$ cat config.mk
export PLATFORM = sky130hd
export DESIGN_NAME = bg_cpu_access_arbiter
export DESIGN_NICKNAME = d
export VERILOG_FILES = /design/src/rtl/bg_cpu_access_arbiter_pkg.sv /design/src/rtl/bg_wait_counter.sv /design/src/rtl/bg_cpu_access_arbiter.sv
export SDC_FILE = /design/constraint.sdc
export NUM_CORES = 1
export LEC_CHECK = 0
export CORE_MARGIN = 2
export CORE_UTILIZATION = 30
export DETAILED_ROUTE_END_ITERATION = 6
export SYNTH_ARGS = -nofsm -noshare
export SYNTH_HDL_FRONTEND = slang
export SYNTH_HIERARCHICAL = 1
export SYNTH_SLANG_ARGS = --single-unit
$ cat constraint.sdc
create_clock -name master_clk -period 3.31 [get_ports master_clk]
set_input_delay 0.662 -clock master_clk [delete_from_list [all_inputs] [get_ports master_clk]]
set_output_delay 0.662 -clock master_clk [all_outputs]
set_load 0.02 [all_outputs]
$ cat src/rtl/bg_cpu_access_arbiter_pkg.sv
// Shared types for the background RAM CPU-side arbiter:
// FSM states, bank encoding and the default RAM address width.
package bg_cpu_access_arbiter_pkg;

    localparam int BG_AW = 11;

    typedef enum logic [2:0] {
        IDLE,
        ARB,
        ISSUE,
        RDLAT,
        HOLD
    } state_t;

    typedef enum logic {
        BANK_LO = 1'b0,
        BANK_HI = 1'b1
    } bank_t;

    // Lo bank wins whenever its select is low, even if hi is also selected.
    function automatic bank_t bank_pick(input logic sel_lo_n);
        return sel_lo_n ? BANK_HI : BANK_LO;
    endfunction

endpackage

$ cat src/rtl/bg_wait_counter.sv
// Saturating minimum-wait counter and active-low Z80 WAIT generation
// for the background RAM arbiter.
module bg_wait_counter #(
    parameter int MIN_WAIT = 2
) (
    input  logic clk,
    input  logic reset,
    input  logic start,
    input  logic count,
    input  logic busy,
    input  logic hold,
    output logic bg_wait
);
    localparam int CW = (MIN_WAIT < 1) ? 1 : $clog2(MIN_WAIT + 1);
    localparam logic [CW-1:0] WMAX = CW'(MIN_WAIT);

    logic [CW-1:0] wcnt;
    logic          short;

    always_ff @(posedge clk) begin
        if (reset) begin
            wcnt <= '0;
        end else if (start) begin
            wcnt <= '0;
        end else if (count && (wcnt < WMAX)) begin
            wcnt <= wcnt + 1'b1;
        end
    end

    // The budget only gates release in HOLD; an idle bus never waits.
    assign short   = hold && (wcnt < WMAX);
    assign bg_wait = !(start || busy || short);

endmodule

$ cat src/rtl/bg_cpu_access_arbiter.sv
// Z80 access to the background tile RAM pair over port B, held off
// with WAIT until a slot is free of renderer tile fetches.
module bg_cpu_access_arbiter
    import bg_cpu_access_arbiter_pkg::*;
#(
    parameter int MIN_WAIT = 2,
    parameter int RAM_LAT  = 1,
    parameter int AW       = BG_AW
) (
    input  logic          master_clk,
    input  logic          reset,
    input  logic          BACKGRAM_1,
    input  logic          BACKGRAM_2,
    input  logic          Z80_RD,
    input  logic          Z80_WR,
    input  logic [AW-1:0] CPU_ADDR,
    input  logic [7:0]    CPU_DIN,
    input  logic          bg_fetch,
    input  logic [7:0]    ram_q_lo,
    input  logic [7:0]    ram_q_hi,
    output logic [AW-1:0] ram_addr,
    output logic [7:0]    ram_din,
    output logic          ram_we_lo,
    output logic          ram_we_hi,
    output logic [7:0]    cpu_dout,
    output logic          BG_WAIT
);
    localparam int LW = (RAM_LAT > 1) ? $clog2(RAM_LAT) : 1;
    localparam logic [LW-1:0] LAT_LAST = LW'(RAM_LAT - 1);

    state_t        state;
    state_t        state_nx;

    logic          sel;
    logic          strobe;
    logic          request;
    logic          start;
    logic          issue;
    logic          lat_done;
    logic          in_idle;
    logic          in_hold;

    logic [AW-1:0] lat_addr;
    logic [7:0]    lat_data;
    bank_t         lat_bank;
    logic          lat_wr;
    logic [LW-1:0] lat_cnt;

    assign sel      = !BACKGRAM_1 || !BACKGRAM_2;
    assign strobe   = !Z80_RD || !Z80_WR;
    assign request  = sel && strobe;
    assign in_idle  = (state == IDLE);
    assign in_hold  = (state == HOLD);
    assign start    = request && in_idle;
    assign issue    = (state == ARB) && request && !bg_fetch;
    assign lat_done = (lat_cnt == LAT_LAST);

    always_ff @(posedge master_clk) begin
        if (reset) begin
            state <= IDLE;
        end else begin
            state <= state_nx;
        end
    end

    always_comb begin
        state_nx = state;
        unique case (state)
            IDLE: begin
                if (request) begin
                    state_nx = ARB;
                end
            end
            ARB: begin
                if (!request) begin
                    state_nx = IDLE;
                end else if (!bg_fetch) begin
                    state_nx = ISSUE;
                end
            end
            ISSUE: begin
                if (!lat_wr) begin
                    state_nx = RDLAT;
                end else begin
                    state_nx = request ? HOLD : IDLE;
                end
            end
            RDLAT: begin
                if (lat_done) begin
                    state_nx = request ? HOLD : IDLE;
                end
            end
            HOLD: begin
                if (!request) begin
                    state_nx = IDLE;
                end
            end
            default: state_nx = IDLE;
        endcase
    end

    // Access captured at start so later bus changes cannot corrupt it.
    always_ff @(posedge master_clk) begin
        if (reset) begin
            lat_addr <= '0;
            lat_data <= '0;
            lat_bank <= BANK_LO;
            lat_wr   <= 1'b0;
        end else if (start) begin
            lat_addr <= CPU_ADDR;
            lat_data <= CPU_DIN;
            lat_bank <= bank_pick(BACKGRAM_1);
            lat_wr   <= !Z80_WR;
        end
    end

    // Port B only moves on issue, so it holds steady while idle.
    always_ff @(posedge master_clk) begin
        if (reset) begin
            ram_addr  <= '0;
            ram_din   <= '0;
            ram_we_lo <= 1'b0;
            ram_we_hi <= 1'b0;
        end else begin
            ram_we_lo <= issue && lat_wr && (lat_bank == BANK_LO);
            ram_we_hi <= issue && lat_wr && (lat_bank == BANK_HI);
            if (issue) begin
                ram_addr <= lat_addr;
                if (lat_wr) begin
                    ram_din <= lat_data;
                end
            end
        end
    end

    always_ff @(posedge master_clk) begin
        if (reset) begin
            lat_cnt  <= '0;
            cpu_dout <= '0;
        end else begin
            if (state == ISSUE) begin
                lat_cnt <= '0;
            end else if ((state == RDLAT) && !lat_done) begin
                lat_cnt <= lat_cnt + 1'b1;
            end
            if ((state == RDLAT) && lat_done) begin
                cpu_dout <= (lat_bank == BANK_HI) ? ram_q_hi : ram_q_lo;
            end
        end
    end

    bg_wait_counter #(
        .MIN_WAIT(MIN_WAIT)
    ) u_wait (
        .clk    (master_clk),
        .reset  (reset),
        .start  (start),
        .count  (!in_idle),
        .busy   (!in_idle && !in_hold),
        .hold   (in_hold),
        .bg_wait(BG_WAIT)
    );

endmodule
* Word-level counts from Yosys, hierarchy flattened
Index checks and enable logic that the tools add are counted.
Word-level totals: memories kept 0, output and inout port bits 30, logic and storage cells 64, register bits 56, latch bits 0, bits in read-only memories 0, bits in writable memories 0
Operators by class: order comparisons 1, bitwise operators 2, shift operators 0, add/sub/neg operators 2, eq/ne operators 8, mux-type cells 10, div/mod/pow operators 0, reductions and logical operators 29, multiply operators 0
Operator list (number):
- two-way mux 3 bit | 7
- case mux 3 bit (5 select lines) | 1
- logical AND 1 bit | 12
- zero test 1 bit | 8
- two-way mux 8 bit | 1
- == test 3 x 2 -> 1 bit (second input constant) | 2
- inequality test 2 bit (second input constant) | 3
- logical OR 1 bit | 4
- AND reduction 4 bit | 1
- OR reduction 2 bit | 2
- == test 3 x 1 -> 1 bit (second input constant) | 1
- == test 3 bit (second input constant) | 1
- zero test 3 bit | 1
- inequality test 3 bit (second input constant) | 1
- adder 2 x 1 -> 2 bit (second input constant) | 1
- < comparator 2 bit (second input constant) | 1
- NOT 1 bit | 2
- AND reduction 2 bit | 1
- adder 1 bit (second input constant) | 1
- two-way mux 1 bit | 1

* Depth between registers and ports, before layout
Gate-level depths: netlist of the first run.
depth after elaboration 7, mapped depth 5, gate-level depth less buffers 4

* Hierarchy
Netlist of the first run, hierarchy kept.
Modules (own cells, without submodules):
- bg_cpu_access_arbiter | times used 1, sequential area each 1081.0 um2, area an instance 2234.6 um2, cells an instance 253
- bg_wait_counter | times used 1, sequential area each 40.0 um2, area an instance 88.8 um2, cells an instance 9

* Worst setup path after synthesis of the first run
No wires, ideal clock.
kind in2out, start point input BACKGRAM_2, end point output BG_WAIT, stages on the path 3, required time 2648 ps, arrival 1495 ps, path buffers 0, slack 1153 ps, path through a22o_1 > nor2_1 > a211oi_1
On the way: longest elaborated chain between the ends 7
RTL lines:
- from (decl) | RTL line bg_cpu_access_arbiter.sv:13 | input logic BACKGRAM_2,
- zero test 1 bit | RTL line bg_cpu_access_arbiter.sv:49 | assign sel = !BACKGRAM_1 || !BACKGRAM_2;
- logical OR 1 bit | RTL line bg_cpu_access_arbiter.sv:49
- logical AND 1 bit | RTL line bg_cpu_access_arbiter.sv:51 | assign request = sel && strobe;
- logical AND 1 bit | RTL line bg_cpu_access_arbiter.sv:54 | assign start = request && in_idle;
- named net start | RTL line bg_cpu_access_arbiter.sv:37 | logic start;
- logical OR 1 bit (2 in series) | RTL line bg_wait_counter.sv:32 | assign bg_wait = !(start || busy || short);
- zero test 1 bit | RTL line bg_wait_counter.sv:32
- to (decl) | RTL line bg_cpu_access_arbiter.sv:26 | output logic BG_WAIT
The timed path passes the listed nets, and every way through them passes these cells.

* Worst setup path in the final report of the first run
start point input BACKGRAM_1, end point output BG_WAIT
On the way: longest elaborated chain between the ends 7
RTL lines:
- from (decl) | RTL line bg_cpu_access_arbiter.sv:12 | input logic BACKGRAM_1,
- zero test 1 bit | RTL line bg_cpu_access_arbiter.sv:49
- logical OR 1 bit | RTL line bg_cpu_access_arbiter.sv:49
- logical AND 1 bit | RTL line bg_cpu_access_arbiter.sv:51
- logical AND 1 bit | RTL line bg_cpu_access_arbiter.sv:54
- named net start | RTL line bg_cpu_access_arbiter.sv:37
- logical OR 1 bit (2 in series) | RTL line bg_wait_counter.sv:32
- zero test 1 bit | RTL line bg_wait_counter.sv:32
The timed path passes the listed nets, and every way through them passes these cells.

==> impl_metrics.yaml, run 1 <==
run_status:
  status: "complete, no violations"
global_route:
  antenna_found_initial: 0
  grt_pass1_vias: 2060
  grt_max_degree: 45
  grt_usage: 0.1489
  overflow: 0
  grt_pass1_wl_microns: 10190
layout:
  final_cell_mix: "clkdlybuf4s50_1, dfxtp_1, a21oi_1, nand3_1, o21ai_1"
  num_antenna_cells: 0
  fillers: 774
  area_growth_pct: 39.53
  nets: 366
  layout_commonest_cell: "clkdlybuf4s50_1"
  utilization: 0.4262
  drive_above_1_share: 0.08308
power:
  ir_drop_mv: 0.1509
  internal_power_uw: 1061
  power_density_nw_per_um2: 443.0
  p_total_uw: 1436
  comb_power_share: 0.164
  p_sw_frac: 0.2610
  clkPwrFrac: 0.329
  p_seq_frac: 0.507
  total_leakage_power_uw: 0.001071
  switching_power_uw: 374.8
synth:
  seq_area_frac_synth: 0.4825
  synth_seq_cells: 56
  yosys_warnings: 6
  syn_inst: 262
  syn-num-nets: 304
  syn-cell-area_sq_um: 2323
  syn_area_per_cell_sq_um: 8.868
  synth-edff-count: 0
  synthFlopType: "dfxtp_1"
  ys_types: 34
  postSynth.asyncResetShare: 0
placed_design:
  dp_hpwl_microns: 4128
  dp_slack_ps: 272.0
  routabilityCongestion: 0.6893
  io_buffers: 71
clocking:
  cts_buffers: 5
  cts-hold-fix-buffers: 0
  ctsResizeCount: 0
  h-tree-depth: 2
  clk_latency_ps: 310
  post_cts_buffers: 0
  clk_path_buf_depth: 2
  clk_pin_slew_ps: 100
  cts_tree: "built"
  root_buffer: "clkbuf_8"
  clock_sinks: 56
floorplanning:
  ioPinCount: 72
  die_x_microns: 92.01
  core_sq_um: 7607
  dieHeight_microns: 92.01
  die-area_sq_um: 8465
  initial_core_util: 0.3054
  fp-row-count: 32
drt:
  wl_per_cell_microns: 14.23
  ant_nets: 0
  vias: 2141
  routed_via_density: 5.014
  drt_iter0_markers: 67
  drt_pre_antenna_iters: 4
  drc: 0
  postRouteWirelength_microns: 6076
timing:
  tightest_slew_ps: 833.8
  finalSetupTns_ps: 0
  setup_ws_ps: 262.4
  period_needed_ps: 3048
  rsz0062_at_grt: "false"
  finalHoldViolCount: 0
  setup_violations: 0
  timing.final.crit_share: 0.9207
  max_freq_mhz: 328.1
  fin_skew_ps: 5.367
  slew_viol_final: 0
  relSlewSlack: 0.4441
setup_path:
  cp_max_fo: 4
  cp.arrival_ps: 2390
  path_class: "in2out"
  critPathLaunchType: "primary input"
  crit_required_ps: 2650
  cp-end-kind: "primary output"
  r2r_cells: 3
hold_path:
  hold_path.class: "reg2reg"
  hold-path-cell-count: 2
job:
  cap_violations: 0
==> registers in the layout (all words and copies together), names as in the netlist, 2 cells and up <==
| signal | count |
|---|---|
| lat_addr | 11 |
| ram_addr | 11 |
| cpu_dout | 8 |
| lat_data | 8 |
| ram_din | 8 |
| state | 3 |
| u_wait/wcnt | 2 |
==> worst paths after layout <==
path               start     endpoint  slack (ps)
min reg2reg  lat_addr[2]  ram_addr[2]         470
max           BACKGRAM_1      BG_WAIT         260
max reg2reg     state[0]   ram_din[5]        1570
min          lat_addr[2]  ram_addr[2]         470
==> kinds of logic after synthesis <==
| kind of cell | Yosys count | share of synthesized area |
|---|---|---|
| xor+xnor | 1 | 0.003770 |
| flops | 56 | 0.4825 |
| compound gates | 98 | 0.2445 |
| simple gates | 69 | 0.1669 |
| buf+inv | 30 | 0.06785 |
| mux | 8 | 0.03447 |
==> per-layer routing <==
| layer | vias up | track usage | share of wire | wire length (microns) |
|---|---|---|---|---|
| met4 | 0 | 0.04353 | 0.012 | 70 |
| met2 | 37 | 0.2463 | 0.48 | 2946 |
| met1 | 1018 | 0.1967 | 0.47 | 2862 |
| met5 | - | 0 | 0 | 0 |
| li1 | 1080 | - | - | - |
| met3 | 6 | 0.03040 | 0.032 | 197 |
==> power by group through the flow <==
stage          Combinational, uW  Sequential (uW)  Clock (uW)
3_3_place_gp                 233              742           0
3_5_place_dp                 236              744           0
2_1_floorplan                138              736           0
5_1_grt                      259              734         519
6_report                     236              728         472
4_1_cts                      237              728         486
==> synthesized netlist by cell type, types with 2 or more instances <==
cell       n  area [sq um]
dfxtp_1   56          1121
a21oi_1   41         205.2
nand3_1   32         160.2
o21ai_1   19         95.09
a211oi_1  12         90.09
o21ai_0   12         60.06
clkbuf_1  11         41.29
nor2_1    11         41.29
buf_2      9         45.04
mux2i_1    8         80.08
nand4_1    8         50.05
o31ai_1    8         60.06
inv_1      4         15.01
nor3b_1    4         30.03
buf_4      3         22.52
buf_6      3         33.78
nor2b_1    2         12.51
nor3_1     2         10.01
o21a_1     2         15.01
==> final cells by class <==
class,count,area (sq um),share of cell area
well taps,102,127.6,0.03937
repair buffers,81,793.3,0.2447
inverters,4,15.01,0.004631
clock inverters,2,38.79,0.01196
flip-flops and latches,56,1121,0.3458
multi-input cells,176,1064,0.3281
clock buffers,6,82.58,0.02547
==> through the flow <==
stage                     std cells  hold slack [ps]  area [sq um]
final                           427            469.1          3242
after CTS                       427            471.2          3242
after detailed placement        419            455.4          3120
after global routing            427            494.0          3242
after global placement          419            446.5          3120
after floorplan                 262            440.3          2323
==> worst max-delay path, stage by stage <==
cell             delay, ps
clkdlybuf4s50_1        480
a22o_1                 220
nor2_1                 120
a211oi_1               240
clkdlybuf4s50_1        650
Power figures use the tool's default switching activity.
==> run 2: changes to the inputs <==
--- a/config.mk
+++ b/config.mk
@@ -5,6 +5,7 @@
 export SDC_FILE = /design/constraint.sdc
 export NUM_CORES = 1
 export LEC_CHECK = 0
+export CAP_MARGIN = 10
 export CORE_MARGIN = 2
 export CORE_UTILIZATION = 30
 export DETAILED_ROUTE_END_ITERATION = 6
==> constraint.sdc (replaced) <==
create_clock -name master_clk -period 3.31 [get_ports master_clk]
set_input_delay 0.4965 -clock master_clk [delete_from_list [all_inputs] [get_ports master_clk]]
set_output_delay 0.4965 -clock master_clk [all_outputs]
set_load 0.02 [all_outputs]
==> impl_metrics.yaml, run 2 (synthesis results as in run 1) <==
setup_path:
  cp-end-kind: "primary output"
  crit_required_ps: 2810
  cp_max_fo: 4
  path_class: "in2out"
  cp.arrival_ps: 2340
  critPathLaunchType: "primary input"
global_route:
  grt_pass1_wl_microns: 10480
  grt_max_degree: 56
  met3_usage: 0.03533
  grt.busiest_layer: "met2"
  antenna_found_initial: 0
  grt_util_met2: 0.2451
  met1_usage: 0.2048
  grt_usage: 0.1521
  overflow: 0
  grt_pass1_vias: 2067
floorplanning:
  core_sq_um: 7607
  dieHeight_microns: 92.01
  ioPinCount: 72
  fp-row-count: 32
  initial_core_util: 0.3054
  die_x_microns: 92.01
  die-area_sq_um: 8465
timing:
  slew_viol_final: 0
  relSlewSlack: 0.2994
  max_freq_mhz: 352.3
  timing.final.crit_share: 0.8575
  finalSetupTns_ps: 0
  fin_skew_ps: 3.623
  setup_violations: 0
  rsz0062_at_grt: "false"
  tightest_slew_ps: 1051
  finalHoldViolCount: 0
  period_needed_ps: 2838
power:
  switching_power_uw: 362.6
  p_sw_frac: 0.2705
  p_seq_frac: 0.543
  internal_power_uw: 977.6
  total_leakage_power_uw: 0.001025
  comb_power_share: 0.171
  power_density_nw_per_um2: 423.5
  ir_drop_mv: 0.1883
  clkPwrFrac: 0.286
placed_design:
  dp_hpwl_microns: 3933
  routabilityCongestion: 0.6981
  io_buffers: 71
  post_dp_cell_area_sq_um: 3070
layout:
  fillers: 763
  nets: 361
  top_regs: "lat_addr: 11 flops, ram_addr: 11 flops"
  multi_input_area_sq_um: 1064
  ff_latch_area_sq_um: 1121
  num_antenna_cells: 0
  fin_area_sq_um: 3164
  layout_commonest_cell: "clkdlybuf4s50_1"
  final_cell_mix: "clkdlybuf4s50_1, dfxtp_1, a21oi_1, nand3_1, o21ai_1"
  area_growth_pct: 36.19
  drive_above_1_share: 0.06563
clocking:
  h-tree-depth: 2
  clk_path_buf_depth: 2
  root_buffer: "clkbuf_8"
  clk_pin_slew_ps: 100
  cts_buffers: 5
  clk_latency_ps: 300
  clock_sinks: 56
  ctsResizeCount: 0
  post_cts_buffers: 0
  cts_tree: "built"
  cts-hold-fix-buffers: 0
run_status:
  status: "complete, no violations"
drt:
  drt_pre_antenna_iters: 4
  drc: 0
  vias: 2162
  drt_iter0_markers: 88
  ant_nets: 0
  postRouteWirelength_microns: 6074
  routed_via_density: 5.123
  wl_per_cell_microns: 14.39
job:
  cap_violations: 0
hold_path:
  hold_path.class: "reg2reg"
## run 2: worst max-delay path: stages
cell and delay, ps:
clkdlybuf4s50_1 580, a22o_1 240, nor2_1 120, a211oi_1 240
clkdlybuf4s50_1 650
## run 2: worst paths after layout
check,start,end,slack [ps],cells past startpoint
max,Z80_WR,BG_WAIT,470,5
min reg2reg,lat_addr[8],ram_addr[8],460,2
min,lat_addr[8],ram_addr[8],460,2
max reg2reg,state[0],ram_din[7],1560,3
## run 2: power by group through the flow
stage                     clock, uW  sequential, uW  combinational (uW)
after global routing            425             734                 254
after floorplan                   0             736                 138
after CTS                       400             728                 231
after global placement            0             743                 229
final                           383             728                 229
after detailed placement          0             744                 230
## run 2: through the flow
stage	worst slack, ps	power (uW)	cells	util	hold slack, ps
final	471.8	1340	422	0.4160	460.7
after global routing	310.2	1413	422	0.4160	485.3
after CTS	429.7	1360	422	0.4160	462.1
after detailed placement	459.5	974.3	414	0.4036	453.3
after global placement	479.5	971.4	414	0.4036	447.2
after floorplan	1484	874.2	262	-	440.3
## run 2: final cells by class
class / instances / share of cell area
Clock inverter: 1 / 0.002372
Tap cell: 102 / 0.04033
Sequential cell: 56 / 0.3543
Clock buffer: 7 / 0.02728
Inverter: 4 / 0.004745
Multi-Input combinational cell: 176 / 0.3361
Timing Repair Buffer: 76 / 0.2349
## run 2: metal layers
layer / wire length, microns / vias up / share of wire
met4: 52 / 0 / 0.0086
met5: 0 / - / 0
met1: 2762 / 1028 / 0.45
met2: 2964 / 56 / 0.49
li1: - / 1073 / -
met3: 294 / 5 / 0.048
